**config.mk**
```make
export PLATFORM = sky130hd
export DESIGN_NAME = irq_controller
export DESIGN_NICKNAME = d
export VERILOG_FILES = /design/src/rtl/irq_pkg.sv /design/src/rtl/irq_priority_encoder.sv /design/src/rtl/irq_controller.sv
export SDC_FILE = /design/constraint.sdc
export NUM_CORES = 1
export LEC_CHECK = 0
export ABC_AREA = 1
export CAP_MARGIN = 5
export CORE_MARGIN = 10
export CORE_UTILIZATION = 47
export CTS_CLUSTER_SIZE = 25
export DETAILED_ROUTE_END_ITERATION = 10
export PLACE_DENSITY_LB_ADDON = 0.15
export SLEW_MARGIN = 15
export SYNTH_ARGS = -nofsm -noshare
export SYNTH_HDL_FRONTEND = slang
export SYNTH_SLANG_ARGS = --single-unit
```
**constraint.sdc**
```tcl
create_clock -name clk -period 2.9 [get_ports clk]
set_input_delay 0.58 -clock clk [delete_from_list [all_inputs] [get_ports clk]]
set_output_delay 0.58 -clock clk [all_outputs]
set_load 0.02 [all_outputs]
```
**src/rtl/irq_pkg.sv**
```systemverilog
// ---------------------------------------------------------------------------
// irq_pkg : shared constants and types for the interrupt controller  (rev 1.0)
// ---------------------------------------------------------------------------
`default_nettype none

package irq_pkg;

  localparam logic [1:0] CFG_MASK    = 2'd0;
  localparam logic [1:0] CFG_ENABLE  = 2'd1;
  localparam logic [1:0] CFG_PENDING = 2'd2;
  localparam logic [1:0] CFG_STATUS  = 2'd3;

  localparam int ID_W = 4;
  localparam logic [ID_W-1:0] PRI_NONE = 4'hF;

  typedef struct packed {
    logic [31:0]     pc;
    logic [ID_W-1:0] id;
  } irq_entry_t;

  typedef enum logic [0:0] {
    ST_IDLE = 1'b0,
    ST_REQ  = 1'b1
  } irq_state_e;

endpackage

`default_nettype wire

```
**src/rtl/irq_priority_encoder.sv**
```systemverilog
// ---------------------------------------------------------------------------
// irq_priority_encoder : highest-set-index encoder over the eligible vector  (rev 1.0)
// ---------------------------------------------------------------------------
`default_nettype none

module irq_priority_encoder
  import irq_pkg::*;
#(
  parameter int N_IRQ = 3
) (
  input  logic [N_IRQ-1:0] req_i,
  output logic             valid_o,
  output logic [ID_W-1:0]  idx_o
);

  // Ascending scan: the last set bit seen is the highest index.
  always_comb begin
    valid_o = |req_i;
    idx_o   = '0;
    for (int i = 0; i < N_IRQ; i++) begin
      if (req_i[i]) begin
        idx_o = ID_W'(i);
      end
    end
  end

endmodule

`default_nettype wire

```
**src/rtl/irq_controller.sv**
```systemverilog
// ---------------------------------------------------------------------------
// irq_controller : CP0-style interrupt controller with nested EPC stack  (rev 1.0)
// ---------------------------------------------------------------------------
`default_nettype none

module irq_controller
  import irq_pkg::*;
#(
  parameter int          N_IRQ      = 3,
  parameter int          NEST_DEPTH = 4,
  parameter logic [31:0] VEC_BASE   = 32'h0000_0000,
  parameter logic [31:0] VEC_STRIDE = 32'h0000_0010
) (
  input  logic                            clk,
  input  logic                            rst_n,
  input  logic [N_IRQ-1:0]                irq_src_i,
  input  logic                            cfg_we_i,
  input  logic [1:0]                      cfg_addr_i,
  input  logic [31:0]                     cfg_wdata_i,
  output logic [31:0]                     cfg_rdata_o,
  input  logic [31:0]                     pc_next_i,
  output logic                            irq_req_o,
  output logic [31:0]                     irq_vector_o,
  input  logic                            irq_ack_i,
  input  logic                            eret_i,
  output logic [31:0]                     epc_o,
  output logic [$clog2(NEST_DEPTH):0]     depth_o
);

  localparam int DEPTH_W = $clog2(NEST_DEPTH) + 1;
  localparam int PTR_W   = (NEST_DEPTH > 1) ? $clog2(NEST_DEPTH) : 1;
  localparam logic [DEPTH_W-1:0] DEPTH_MAX = DEPTH_W'(NEST_DEPTH);

  logic [N_IRQ-1:0]   pending_q, pending_d;
  logic [N_IRQ-1:0]   mask_q;
  logic               enable_q;
  logic [N_IRQ-1:0]   prev_src_q;
  irq_state_e         state_q;
  logic               req_q;
  logic [ID_W-1:0]    id_q;
  logic [31:0]        vector_q;
  irq_entry_t         stack_q [NEST_DEPTH];
  logic [DEPTH_W-1:0] depth_q;

  logic [N_IRQ-1:0]   w_eligible;
  logic               w_cand_valid;
  logic [ID_W-1:0]    w_cand_id;
  logic [PTR_W-1:0]   w_top_idx;
  logic [PTR_W-1:0]   w_below_idx;
  logic               w_empty;
  logic               w_full;
  logic [ID_W-1:0]    w_cur_pri;
  logic               w_accept;
  logic               w_locked_elig;
  logic               w_locked_ok;
  logic               w_locked_ok_pop;
  logic               w_pop;
  logic               w_push;
  logic [N_IRQ-1:0]   w_id_onehot;
  logic [N_IRQ-1:0]   w_w1c;
  logic [N_IRQ-1:0]   w_ack_clr;
  irq_entry_t         w_new_entry;
  logic               w_unused;

  assign w_eligible = pending_q & ~mask_q & {N_IRQ{enable_q}};

  irq_priority_encoder #(
    .N_IRQ (N_IRQ)
  ) u_prio (
    .req_i   (w_eligible),
    .valid_o (w_cand_valid),
    .idx_o   (w_cand_id)
  );

  assign w_top_idx   = PTR_W'(depth_q - DEPTH_W'(1));
  assign w_below_idx = PTR_W'(depth_q - DEPTH_W'(2));
  assign w_empty     = (depth_q == '0);
  assign w_full      = (depth_q == DEPTH_MAX);
  assign w_cur_pri   = w_empty ? PRI_NONE : stack_q[w_top_idx].id;

  assign w_accept = w_cand_valid && (w_empty || (w_cand_id > w_cur_pri)) && !w_full;

  // The locked request is re-validated every cycle so it can be withdrawn.
  assign w_id_onehot     = N_IRQ'(1) << id_q;
  assign w_locked_elig   = |(w_eligible & w_id_onehot);
  assign w_locked_ok     = w_locked_elig && (w_empty || (id_q > w_cur_pri)) && !w_full;
  assign w_locked_ok_pop = w_locked_elig &&
                           ((depth_q == DEPTH_W'(1)) || (id_q > stack_q[w_below_idx].id));

  assign w_pop  = eret_i && !w_empty;
  assign w_push = (state_q == ST_REQ) && irq_ack_i && !eret_i;

  assign w_w1c       = (cfg_we_i && (cfg_addr_i == CFG_PENDING)) ? cfg_wdata_i[N_IRQ-1:0] : '0;
  assign w_ack_clr   = w_push ? w_id_onehot : '0;
  assign w_new_entry = '{pc: pc_next_i, id: id_q};

  // New edges are OR-ed in last so a same-cycle set wins over any clear.
  assign pending_d = (pending_q & ~w_w1c & ~w_ack_clr) | (irq_src_i & ~prev_src_q);

  assign w_unused = ^cfg_wdata_i[31:N_IRQ];

  always_ff @(posedge clk or negedge rst_n) begin
    if (!rst_n) begin
      pending_q  <= '0;
      mask_q     <= '0;
      enable_q   <= 1'b0;
      prev_src_q <= '0;
      state_q    <= ST_IDLE;
      req_q      <= 1'b0;
      id_q       <= '0;
      vector_q   <= '0;
      depth_q    <= '0;
      for (int i = 0; i < NEST_DEPTH; i++) begin
        stack_q[i] <= '0;
      end
    end else begin
      pending_q  <= pending_d;
      prev_src_q <= irq_src_i;

      if (cfg_we_i && (cfg_addr_i == CFG_MASK)) begin
        mask_q <= cfg_wdata_i[N_IRQ-1:0];
      end
      if (cfg_we_i && (cfg_addr_i == CFG_ENABLE)) begin
        enable_q <= cfg_wdata_i[0];
      end

      if (w_pop) begin
        stack_q[w_top_idx] <= '0;
        depth_q            <= depth_q - DEPTH_W'(1);
      end else if (w_push) begin
        stack_q[PTR_W'(depth_q)] <= w_new_entry;
        depth_q                  <= depth_q + DEPTH_W'(1);
      end

      case (state_q)
        ST_IDLE: begin
          if (w_accept) begin
            state_q  <= ST_REQ;
            req_q    <= 1'b1;
            id_q     <= w_cand_id;
            vector_q <= VEC_BASE + (32'(w_cand_id) * VEC_STRIDE);
          end
        end
        ST_REQ: begin
          // eret takes precedence; any ack in the same cycle is dropped.
          if (eret_i) begin
            if (w_pop ? !w_locked_ok_pop : !w_locked_ok) begin
              state_q <= ST_IDLE;
              req_q   <= 1'b0;
            end
          end else if (irq_ack_i || !w_locked_ok) begin
            state_q <= ST_IDLE;
            req_q   <= 1'b0;
          end
        end
        default: begin
          state_q <= ST_IDLE;
          req_q   <= 1'b0;
        end
      endcase
    end
  end

  always_comb begin
    cfg_rdata_o = '0;
    case (cfg_addr_i)
      CFG_MASK:    cfg_rdata_o[N_IRQ-1:0] = mask_q;
      CFG_ENABLE:  cfg_rdata_o[0]         = enable_q;
      CFG_PENDING: cfg_rdata_o[N_IRQ-1:0] = pending_q;
      default: begin
        cfg_rdata_o[15:8] = 8'(depth_q);
        cfg_rdata_o[7:4]  = w_cur_pri;
        cfg_rdata_o[3]    = req_q;
        cfg_rdata_o[2:0]  = id_q[2:0];
      end
    endcase
  end

  assign irq_req_o    = req_q;
  assign irq_vector_o = vector_q;
  assign epc_o        = w_empty ? 32'h0 : stack_q[w_top_idx].pc;
  assign depth_o      = depth_q;

endmodule

`default_nettype wire

```
==> results.md, run 1 <==
- Run status: completed
- Commonest non-fill, non-tap cells in the layout: dfrtp_1 (160), o21ai_0 (136), inv_1 (131)
- Critical path fanouts, max: 16
- GR Overflow Total: 0
- CP max stage cell: dfrtp_2
- Post-Synthesis Cells: 943
- Root Driver: clkbuf_16
- Startpoint Class: register
- Setup violators final: 0
- CP Cell Sequence: inv_2, ha_2, inv_2, buf_12, a21oi_1, o21ai_0, a21oi_1, dlygate4sd2_1
- Boundary Pins: 174
- DRC viols: 0
- Max-capacitance violation count: 0
- CP peak stage delay: 0.39 ns
- Crit Reg-Reg Endpoint: irq_req_o
- Die height: 153 µm
- First-pass GRT wire length: 36,300 µm
- Antenna Nets Post-Route: 0
- Crit path time final: 2.80 ns
- WL/cell: 17.3 µm
- Diodes inserted: 0
- Peak supply drop: 0.690 mV
- Via density: 5.34
- Static Leak: 0.00461 µW
- Mapped Area: 0.00831 mm²
- DRT iter0 DRCs: 502
- Worst-margin pin slew: 0.709 ns
- Number of global-route vias before repair: 6,809
- Num CTS Buffers: 17
- Hold Path Class: in2async
- I/O Buffers: 93
- Setup WS pre-CTS: 0.0786 ns
- Share of post-route cells with drive strength above 1: 12.9%
- Largest net degree at the start of global routing: 87
- 1st-pass router iterations: 5
- Nets@finish: 1,104
- Initial antenna violation count: 0
- Worst Path Required: 2.32 ns
- Final Cycle Share: 96.6%
- Max Slew Vio Count: 0
- Core area: 0.0173 mm²
- Final non-filler cell total: 1,257
- Seq/Total Area, Yosys: 48.5%
- Pwr dens: 1100 mW/mm²
- Routed WL: 21,800 µm
- Via Count: 6,709
- Final worst setup slack: 0.0992 ns
- Logic depth of the worst register-to-register path: 18
- Top cells by area, synth: dfrtp_1 (48%), o21ai_0 (8.2%), a21oi_1 (6.7%)
- Hold-fix buffers, CTS: 0
- Post-Place Cells: 1,225
- Worst-Skew Late Latency: 0.43 ns
- Area grow syn2layout: 16.7%
- Synth top area share: 48.5%
- Clock sinks: 161
- Relative slew margins: 52.8%
- Max Clock Skew: 0.0103 ns
- Yosys cell types: 32
- Avg Cell Area, Syn: 8.81 µm²
- Largest area contributor in the netlist: dfrtp_1
- Max Fclk: 357 MHz
- Estimated wirelength of the detail-placed design: 13,400 µm
- Max Root-Sink Buffers: 2
- Synth Register Bits: 161
- DIE AREA: 0.0234 mm²
- Post-CTS setup buffers: 0
- Initial Util: 48.0%
- Hold Fails Final Rpt: 0
- Reg2Reg Setup Slack: 0.31 ns
- CTS tree: built
- Clock-pin slew on the worst setup and hold paths: 0.06 ns
- Commonest non-fill, non-tap cell in the layout: dfrtp_1
- CP Capture Type: primary output
- Yosys Warn Count: 0
- CP arrival: 2.22 ns
- Setup TNS: 0 ns
- Worst r2r src: depth_o[0]
- GRT Overall Usage: 18.7%
- Chip Width: 153 µm
- GP Congestion: 0.807
- WS Path Type: reg2out
- Std-Cell Rows: 48
- H-tree levels: 4
==> flip-flops by register name (all words and copies together) (netlist names) <==
signal and cells:
irq_req_o 1, pending_q 3, depth_o 3, id_q 2, state_q 1, mask_q 3, stack_q 144, enable_q 1
prev_src_q 3
==> cells in the mapped netlist (all sizes together) <==
master / count
dfrtp: 161
o21ai: 151
inv: 138
a21oi: 112
buf: 90
nand3: 89
o22ai: 71
nand2: 62
nor2: 24
clkbuf: 20
ha: 11
nor3: 6
xor2: 2
a211oi: 1
clkinv: 1
conb: 1
nand4: 1
o211ai: 1
o21bai: 1
==> through the flow <==
step / power (µW) / hold slack, ns / area [µm²] / util (%)
final: 10700 / 0.111 / 9700 / 56.1
after global routing: 11500 / 0.150 / 9700 / 56.1
after CTS: 10800 / 0.132 / 9770 / 56.5
after detailed placement: 8940 / 0.422 / 9220 / 53.3
after global placement: 8880 / 0.411 / 9220 / 53.3
after floorplan: 6630 / 0.284 / 8500 / -
==> worst max-delay path: cells and delay by family (launching register included) <==
family / cells / cell delay (ns)
AOI/OAI and AO/OA: 3 / 0.36
adders and majority gates: 1 / 0.39
buffers and inverters: 4 / 0.66
DFF: 1 / 0.39
==> layer usage <==
layer	vias up	GRT usage, %	routed length (µm)	part of all wire (%)
met4	0	4.68	194	0.89
li1	3238	-	-	-
met1	3242	25.6	10500	48
met5	-	0	0	0
met2	210	29.2	9820	45
met3	19	4.52	1310	6.0
==> kinds of logic after synthesis <==
logic type	synth area share, %
other	0.0451
adder cells (fa/ha/maj)	1.66
AND/OR/NAND/NOR	11.2
AO/OA/AOI/OAI	23.2
buffers and inverters	15.3
flip-flops	48.5
XOR/XNOR	0.211
==> how the worst max path moves through the flow <==
stage,to,depth (start not counted),startpoint
6_report,epc_o[13],8,depth_o[0]
3_3_place_gp,cfg_rdata_o[5],5,cfg_addr_i[1]
3_5_place_dp,cfg_rdata_o[5],5,cfg_addr_i[1]
2_1_floorplan,irq_req_o,19,depth_o[0]
5_1_grt,epc_o[13],8,depth_o[0]
4_1_cts,cfg_rdata_o[5],8,depth_o[0]
==> cell type report <==
class / instances / area (µm²)
flip-flops and latches: 161 / 4030
fillers: 1622 / 7600
repair buffers: 117 / 1070
inverters: 139 / 524
clock inverters: 11 / 104
multi-input cells: 583 / 3220
well taps: 225 / 282
clock buffers: 21 / 470
==> power by group <==
group	switching (µW)	internal, µW	total, µW
registers	227	2700	2920
clock network	939	1260	2190
logic	3600	1980	5580
total	4760	5930	10700
==> what timing repair did <==
action	in CTS	in global routing
resized for setup	49	57
setup endpoints to repair	36	42
pin swaps	0	4
gates cloned	0	0
No activity file was read; power rests on OpenSTA's default activity.
==> run 2: changes to the inputs <==
- CTS_CLUSTER_DIAMETER: default -> 80
==> results of run 2 <==
Same layout as run 1: the final DEF is identical, and so are final timing and power.
